### config.mk
export PLATFORM = sky130hd
export DESIGN_NAME = sccb_config_sequencer
export DESIGN_NICKNAME = d
export VERILOG_FILES = /design/src/rtl/sccb_config_sequencer.sv
export SDC_FILE = /design/constraint.sdc
export NUM_CORES = 1
export LEC_CHECK = 0
export CAP_MARGIN = 20
export CORE_ASPECT_RATIO = 0.75
export CORE_UTILIZATION = 55
export CTS_BUF_LIST = sky130_fd_sc_hd__clkbuf_4 sky130_fd_sc_hd__clkbuf_8 sky130_fd_sc_hd__clkbuf_16
export DETAILED_ROUTE_END_ITERATION = 10
export PLACE_DENSITY = 0.78
export SETUP_SLACK_MARGIN = 0.5
export SLEW_MARGIN = 0
export SYNTH_ARGS = -nofsm -noshare
export SYNTH_HDL_FRONTEND = slang
export SYNTH_SLANG_ARGS = --single-unit
### constraint.sdc
create_clock -name clk -period 8.26 [get_ports clk]
set_input_delay 1.652 -clock clk [delete_from_list [all_inputs] [get_ports clk]]
set_output_delay 1.652 -clock clk [all_outputs]
set_load 0.05 [all_outputs]
### src/rtl/sccb_config_sequencer.sv
// sccb_config_sequencer
//   Walks a fixed table of {subaddress, data} entries and issues one 3-phase
//   SCCB write per entry. Entries with subaddress FF are markers: {FF,FF} ends
//   the table, and {FF,n} waits n*DELAY_UNIT clocks (e.g. soft-reset settle).
//
// Ports
//   clk, rst        system clock, synchronous active-high reset
//   i_start         one-cycle pulse, starts the table from entry 0 (IDLE only)
//   i_busy          SCCB master busy flag
//   o_usher         one-cycle launch strobe to the SCCB master
//   o_address       SCCB device write address (DEV_ADDR)
//   o_subaddress    register address of the current write entry
//   o_data          register value of the current write entry
//   o_mode          transfer mode, fixed 3-phase write
//   o_prescaler     SCL prescaler constant (PRESCALER)
//   o_running       sequence in progress
//   o_done          sticky, end of table reached
//   o_error         sticky, SCCB master never acknowledged a launch
//   o_index         current table index
//
// state      | meaning
// -----------+----------------------------------------------------------
// IDLE       | waiting for i_start
// LOAD       | decode table entry at o_index
// ISSUE      | o_usher high, entry presented to SCCB master
// WAIT_ACK   | waiting for i_busy to rise, bounded by TIMEOUT
// WAIT_DONE  | waiting for i_busy to fall
// DELAY      | delay-marker wait
// DONE       | end of table, o_done set
// ERROR      | handshake timeout, o_error set

module sccb_config_sequencer #(
  parameter logic [7:0]  DEV_ADDR   = 8'h42,
  parameter logic [15:0] PRESCALER  = 16'd4,
  parameter int          DELAY_UNIT = 100000,
  parameter int          TIMEOUT    = 1024,
  parameter int          ROM_DEPTH  = 64
) (
  input  logic                          clk,
  input  logic                          rst,
  input  logic                          i_start,
  input  logic                          i_busy,
  output logic                          o_usher,
  output logic [7:0]                    o_address,
  output logic [7:0]                    o_subaddress,
  output logic [7:0]                    o_data,
  output logic [1:0]                    o_mode,
  output logic [15:0]                   o_prescaler,
  output logic                          o_running,
  output logic                          o_done,
  output logic                          o_error,
  output logic [$clog2(ROM_DEPTH)-1:0]  o_index
);

  localparam int IDX_W = $clog2(ROM_DEPTH);
  // must hold 255*DELAY_UNIT
  localparam int DLY_W = $clog2(255 * DELAY_UNIT + 1);
  localparam int TO_W  = (TIMEOUT > 2) ? $clog2(TIMEOUT) : 1;

  localparam logic [DLY_W-1:0] DU_C     = DLY_W'(DELAY_UNIT);
  // Down-counter equivalent of an up-count from 0 that errors on reaching
  // TIMEOUT-1: WAIT_ACK lasts at most TIMEOUT-1 cycles.
  localparam logic [TO_W-1:0]  TO_LOAD  = TO_W'(TIMEOUT - 2);
  localparam logic [IDX_W-1:0] LAST_IDX = IDX_W'(ROM_DEPTH - 1);

  typedef enum logic [2:0] {
    S_IDLE, S_LOAD, S_ISSUE, S_WAIT_ACK, S_WAIT_DONE, S_DELAY, S_DONE, S_ERROR
  } state_t;

  state_t             state_q, state_d;
  logic [IDX_W-1:0]   idx_q;
  logic [7:0]         sub_q, data_q;
  logic [DLY_W-1:0]   dly_cnt_q, dly_load;
  logic [TO_W-1:0]    to_cnt_q;
  logic               done_q, error_q;

  logic [15:0]        rom_entry;
  logic               is_end, is_delay, is_write, dly_zero, is_last, advance;

  always_comb begin
    rom_entry = 16'hFFFF;
    case (idx_q)
      IDX_W'(0):  rom_entry = 16'h1280;   // COM7 soft reset
      IDX_W'(1):  rom_entry = 16'hFF0A;   // settle after soft reset
      IDX_W'(2):  rom_entry = 16'h1204;   // RGB output
      IDX_W'(3):  rom_entry = 16'h40D0;   // RGB565
      IDX_W'(4):  rom_entry = 16'h8C00;
      IDX_W'(5):  rom_entry = 16'h3A04;
      IDX_W'(6):  rom_entry = 16'h1438;
      IDX_W'(7):  rom_entry = 16'h4FB3;
      IDX_W'(8):  rom_entry = 16'hFF00;   // zero-length delay
      IDX_W'(9):  rom_entry = 16'h1713;
      IDX_W'(10): rom_entry = 16'h1801;
      IDX_W'(11): rom_entry = 16'hFFFF;
      default:    rom_entry = 16'hFFFF;
    endcase
  end

  always_comb begin
    is_end   = (rom_entry == 16'hFFFF);
    is_delay = (rom_entry[15:8] == 8'hFF) && !is_end;
    is_write = (rom_entry[15:8] != 8'hFF);
    dly_zero = (rom_entry[7:0] == 8'h00);
    is_last  = (idx_q == LAST_IDX);
    // n*DELAY_UNIT wait cycles in DELAY, so LOAD-to-LOAD is n*DELAY_UNIT+1
    dly_load = DLY_W'(rom_entry[7:0]) * DU_C - DLY_W'(1);
    advance  = ((state_q == S_LOAD) && is_delay && dly_zero) ||
               ((state_q == S_WAIT_DONE) && !i_busy) ||
               ((state_q == S_DELAY) && (dly_cnt_q == '0));
  end

  always_ff @(posedge clk) begin
    if (rst) state_q <= S_IDLE;
    else     state_q <= state_d;
  end

  always_comb begin
    state_d = state_q;
    case (state_q)
      S_IDLE:      if (i_start) state_d = S_LOAD;
      S_LOAD: begin
        if (is_end)                    state_d = S_DONE;
        else if (is_delay && !dly_zero) state_d = S_DELAY;
        else if (is_write)             state_d = S_ISSUE;
      end
      S_ISSUE:     state_d = S_WAIT_ACK;
      S_WAIT_ACK: begin
        // a busy rise on the last allowed cycle still counts as success
        if (i_busy)                 state_d = S_WAIT_DONE;
        else if (to_cnt_q == '0)    state_d = S_ERROR;
      end
      S_WAIT_DONE, S_DELAY: ;
      S_DONE:      state_d = S_IDLE;
      S_ERROR:     state_d = S_IDLE;
      default:     state_d = S_IDLE;
    endcase
    // running off the end of the table is an implicit end marker
    if (advance) state_d = is_last ? S_DONE : S_LOAD;
  end

  always_comb begin
    o_usher   = (state_q == S_ISSUE);
    o_running = (state_q == S_LOAD) || (state_q == S_ISSUE) ||
                (state_q == S_WAIT_ACK) || (state_q == S_WAIT_DONE) ||
                (state_q == S_DELAY);
  end

  always_ff @(posedge clk) begin
    if (rst) begin
      idx_q     <= '0;
      sub_q     <= '0;
      data_q    <= '0;
      dly_cnt_q <= '0;
      to_cnt_q  <= '0;
      done_q    <= 1'b0;
      error_q   <= 1'b0;
    end else begin
      case (state_q)
        S_IDLE: if (i_start) idx_q <= '0;
        S_LOAD: begin
          // markers leave the SCCB-facing sub/data untouched
          if (is_write) begin
            sub_q  <= rom_entry[15:8];
            data_q <= rom_entry[7:0];
          end
          if (is_delay && !dly_zero) dly_cnt_q <= dly_load;
        end
        S_ISSUE:    to_cnt_q <= TO_LOAD;
        S_WAIT_ACK: if (to_cnt_q != '0) to_cnt_q <= to_cnt_q - 1'b1;
        S_DELAY:    if (dly_cnt_q != '0) dly_cnt_q <= dly_cnt_q - 1'b1;
        default: ;
      endcase

      if (advance && !is_last) idx_q <= idx_q + 1'b1;

      if ((state_q == S_IDLE) && i_start) begin
        done_q  <= 1'b0;
        error_q <= 1'b0;
      end else begin
        if (state_d == S_DONE)  done_q  <= 1'b1;
        if (state_d == S_ERROR) error_q <= 1'b1;
      end
    end
  end

  assign o_address    = DEV_ADDR;
  assign o_subaddress = sub_q;
  assign o_data       = data_q;
  assign o_mode       = 2'b00;
  assign o_prescaler  = PRESCALER;
  assign o_done       = done_q;
  assign o_error      = error_q;
  assign o_index      = idx_q;

endmodule

Word level (Yosys, flattened, before mapping)
Memory sizes are Yosys's and may differ from the RTL's. A register that Yosys moved wholly into a read port is not among the register bits. Index checks and enable logic that the tools add are counted.

Bits in registers: 62. Bits in read-only memories: 256. Input bits: 4. Output and inout bits: 52. Word-level logic and storage cells: 85. Memories kept: 1.

Memory list: (name not given) (words 16, bits a word 16, rd ports 1, clocked after Yosys merged registers in 1, wr ports 0, line 82) `case (idx_q)`.

$add $sub $neg: 4. Multipliers: 1. Equality and inequality tests: 16. Muxes and demuxes: 20. Reduce and logical (&&, ||, !) cells: 35.

Operator list (count): $mux 25 (2); $pmux 25 s2 (1); $sub 25x1->25 const B (2); $logic_not 25->1 (1); $reduce_bool 25->1 (1); $mux 3 (8); $mul 8x12->20 const B (1); $pmux 10 s2 (1); $eq 3x3->1 const B (6); $mux 6 (3); $eq 16x16->1 const B (1); $mux 16 (1); $pmux 3 s5 (1); $logic_not 10->1 (1); $mux 10 (1); $reduce_bool 10->1 (1); $sub 10x1->10 const B (1); $eq 8x8->1 const B (1); $logic_and 1x1->1 (8); $logic_not 8->1 (1); $mux 4 (2); $ne 8x8->1 const B (1); $reduce_bool 2->1 (4); $add 6x1->6 const B (1); 11 further kinds (25).

Depth between registers and ports, before layout
Depth after elaboration: 14. Mapped depth: 21. Depth with buffers taken out: 18.

Worst setup path after synthesis
Ideal clock, no wire load.

Path type: register to register. From: register idx_q[5], in the netlist o_index[5]. To: register dly_cnt_q[24]. Library setup time: 69 ps. Arrival: 5561 ps. Data required time: 8191 ps. Slack: 2630 ps. Stages on the path, launching flop included: 22. Path buffers: 3. Period minus slack after synthesis: 5630 ps. Cells stage by stage: dfxtp_1 buf_2 or2_1 buf_6 clkbuf_1 nor2_1 inv_1 ha_1 ha_1 inv_1 fa_1 inv_1 fa_1 ha_1 xor2_1 or4_1 a21o_1 nor4_4 nand3_1 nor4_1 xnor3_1 o21ai_1.

Cells in the longest elaborated chain, start to end: 8. Elaborated cells between the ends (all ways): 15. Those cells by class: 1 x add/sub; 1 x mul; 3 x eq/ne; 3 x mux; 7 x reduce/logical.

RTL lines: start, declared (line 71) `logic [IDX_W-1:0] idx_q;`; start signal, assigned (line 174) `if (advance && !is_last) idx_q <= idx_q + 1'b1;`; $logic_not 2->1 (*) (line 82); $mux 16 (*) (line 82); via rom_entry[4] (line 77) `logic [15:0] rom_entry;`; branches (longest 6 deep; another with $sub 25x1->25); end signal, assigned (line 166) `if (is_delay && !dly_zero) dly_cnt_q <= dly_load;`; end signal, assigned (line 170) `S_DELAY: if (dly_cnt_q != '0) dly_cnt_q <= dly_cnt_q - 1'b1;`; end, declared (line 73) `logic [DLY_W-1:0] dly_cnt_q, dly_load;`.

Mark *: on every way through the listed nets, which the timed path passes. The select of a mux whose other input is x is not followed. A chain may end at the register's enable or synchronous reset.

Final worst setup path
From: register idx_q[4], in the netlist o_index[4]. To: register dly_cnt_q[24].

Same word-level chain as after synthesis.

==> metrics.txt <==
initial core utilization 0.5718; Synth-to-Final Area Change 7.791%; met2 WL post-DR 6.678 mm; worst relative slew slack 0.3526; worst slack, placed 2.483 ns; Worst Max-Slew Pin Slew 0.9711 ns; Ys Warns 0; RSZ-0062 raised after global routing false; crit-path max FO 16; DPL Wire Length 11.48 mm; area leader, netlist dfxtp_1; Residual DRC 0; Worst Hold Class flip-flop to flip-flop; layout cells sized above 1 0.06489; adder-cell share of the synthesized area 0.1653; vias per cell 6.064; core area 0.01107 sq mm; Fmax 0.1705 GHz; antenna violations before repair 0; Detailed Route Iter0 Violations 398; largest family of logic cells by synthesized area simple AND/OR/NAND/NOR gates; post-synthesis mux area share 0.006526; number of diodes 0; Global Route Usage Sum 0.2595; Power Density 146.6 mW/mm^2; met1 WL 7.201 mm; largest cells by area after synthesis dfxtp_1 25%, ha_1 13%, nor2_1 5.0%; status finished clean; post-CTS sizing 0; Die Wd 125.9 microns; synthesized instance count 777; crit-path cells or2_1 -> nor2_1 -> inv_1 -> ha_1 -> ha_1 -> inv_1 -> fa_1 -> inv_1 -> fa_1 -> ha_1 -> xor2_1 -> or4_1 -> a21o_1 -> nor4_4 -> nand3_1 -> nor4_1 -> xnor3_1 -> o21ai_1; crit path setup slack, layout 2.394 ns; CTS Buf Count 9; post-synthesis register bit count 78; leakage 2.953 nW; # IOs 56; port bufs 29; CTS tree built; worst setup path class flip-flop to flip-flop; DIE AREA 0.01194 sq mm; sequential area share after synthesis 0.2468; final wirelength 14.98 mm; largest net degree at the start of global routing 69; worst skew pair latency 0.33 ns; Hold Violations, Final 0; Nets 863; XOR/XNOR Fraction of Synth Area 0.05339; H-tree levels 3; drt wl/cell 16.17 microns; Final ANT Viol Nets 0; kind of end point of the critical path flip-flop; total clock sinks 78; CP arrival 6.13 ns; TNS Setup 0 ns; top cell type's share of synthesized area 0.2468; Async S/R FF share, synth 0; vias in the first global route 5127; fin crit share 0.7101; Syn Area/Cell 8.143 sq um; postcts setup bufs 0; die span in y 94.89 microns; Max stage delay on crit path 0.61 ns; Slew Limit Fails 0; Main synth FF type dfxtp_1; RePlAce Congestion 0.9604; GR Overflow Total 0; Root Driver clkbuf_16; Slowest cell on crit path or2_1; Post-synth EDFFs 0; max-cap violations 0; clk slew on worst S/H paths 0.06 ns; vias 5615; FP Rows 33; Yosys cell types 82; Critical Path RT 8.52 ns; hold_buf cts 0; WL met3 931 microns; Post-Synth Simple-Gate Area 0.2331; Synth Area in Compound Gates 0.2149; post-synthesis instance area 0.006327 sq mm; first-pass GRT wire length 24.85 mm; Tmin final 5.866 ns; critical path startpoint category flip-flop; Pre-antenna DRT Iters 5; Max IR drop VDD 0.1323 mV; Fin Clk Skew 0.008228 ns; Final Setup Violations 0; clk buf depth 2; top sig layer met4
## critical path: cells and delay by family, from the launching register on
| kind | cells | cell delay [ns] |
|---|---|---|
| fa+ha+maj | 5 | 1.94 |
| flops | 1 | 0.49 |
| compound gates | 2 | 0.35 |
| xor+xnor | 2 | 0.64 |
| simple gates | 6 | 2.09 |
| buf+inv | 3 | 0.29 |
## cell usage after synthesis, types with 3 or more instances
master and count:
xor2_1 14, a31oi_1 7, nor3_2 3, and3_1 11, and2_1 6, buf_6 3, o211ai_1 6, xnor2_1 22
a21oi_1 53, nor2b_1 7, o21a_1 13, or3_1 13, nand3_1 19, o21bai_1 3, o31ai_1 4, mux2i_1 3
inv_1 37, nor3b_1 3, a211o_1 3, ha_1 66, a21o_1 5, or2_2 4, nand4_1 8, nor2_1 84
o211a_1 3, dfxtp_1 78, o22a_1 4, o21ai_0 29, nor3_1 33, a22oi_1 10, fa_1 11, nand2b_1 8
clkbuf_1 30, o22ai_1 12, buf_4 26, nor4_1 9, nand2_1 47, a211oi_1 23
## metal layers
metal,vias up,GRT usage
met2,225,0.4120
met3,21,0.04363
met1,2609,0.3657
met5,-,0
met4,0,0.06627
li1,2760,-
## area by class of cell
| class | count | area [sq um] |
|---|---|---|
| clock inverters | 4 | 25.02 |
| fillers | 943 | 4245 |
| clock buffers | 11 | 240.2 |
| repair buffers | 32 | 307.8 |
| inverters | 38 | 142.6 |
| multi-input cells | 623 | 4368 |
| flip-flops and latches | 78 | 1562 |
| well taps | 140 | 175.2 |
## stage by stage
step	total power, mW	hold WS (ns)	instance area (sq um)	util	std cells
2_1_floorplan	0.6054	0.4370	6417	-	801
3_3_place_gp	0.6409	0.4482	6555	0.5924	911
3_5_place_dp	0.6466	0.4573	6555	0.5924	911
4_1_cts	1.002	0.4717	6820	0.6164	926
5_1_grt	1.044	0.4845	6820	0.6164	926
6_report	1.000	0.4692	6820	0.6164	926
## where the power goes
| group | switching, mW | total, mW | internal, mW |
|---|---|---|---|
| combinational | 0.151 | 0.222 | 0.0710 |
| clock | 0.150 | 0.357 | 0.207 |
| sequential | 0.0223 | 0.421 | 0.399 |
## layout by cell type (no fill, tap or decap), types with 10 or more instances in the layout
master / netlist / layout
nand3_1: 19 / 19
nor3_1: 33 / 31
a211oi_1: 23 / 23
nand2_1: 47 / 47
xor2_1: 14 / 14
a21oi_1: 53 / 53
nor2_1: 84 / 84
and3_1: 11 / 11
o21ai_0: 29 / 29
conb_1: 2 / 26
ha_1: 66 / 66
inv_1: 37 / 37
or3_1: 13 / 13
xnor2_1: 22 / 22
dfxtp_1: 78 / 78
a22oi_1: 10 / 10
clkdlybuf4s50_1: 0 / 28
o21a_1: 13 / 13
fa_1: 11 / 11
o22ai_1: 12 / 12
## cell families (layout without fill, tap and decap cells)
kind of cell    after synthesis  in the layout
flops                        78             78
mux                           4              4
fa+ha+maj                    77             77
compound gates              199            199
xor+xnor                     37             37
simple gates                280            280
buf+inv                     100             85
other cells                   2             26
## final timing paths
check                                 from            end  slack, ns  depth (start not counted)
worst min-delay path               o_error        o_error       0.47                          1
worst max-delay path            o_index[4]  dly_cnt_q[24]       2.39                         18
worst min register to register     o_error        o_error       0.47                          1
worst max register to register  o_index[4]  dly_cnt_q[24]       2.39                         18
(Power assumes the default switching activity.)
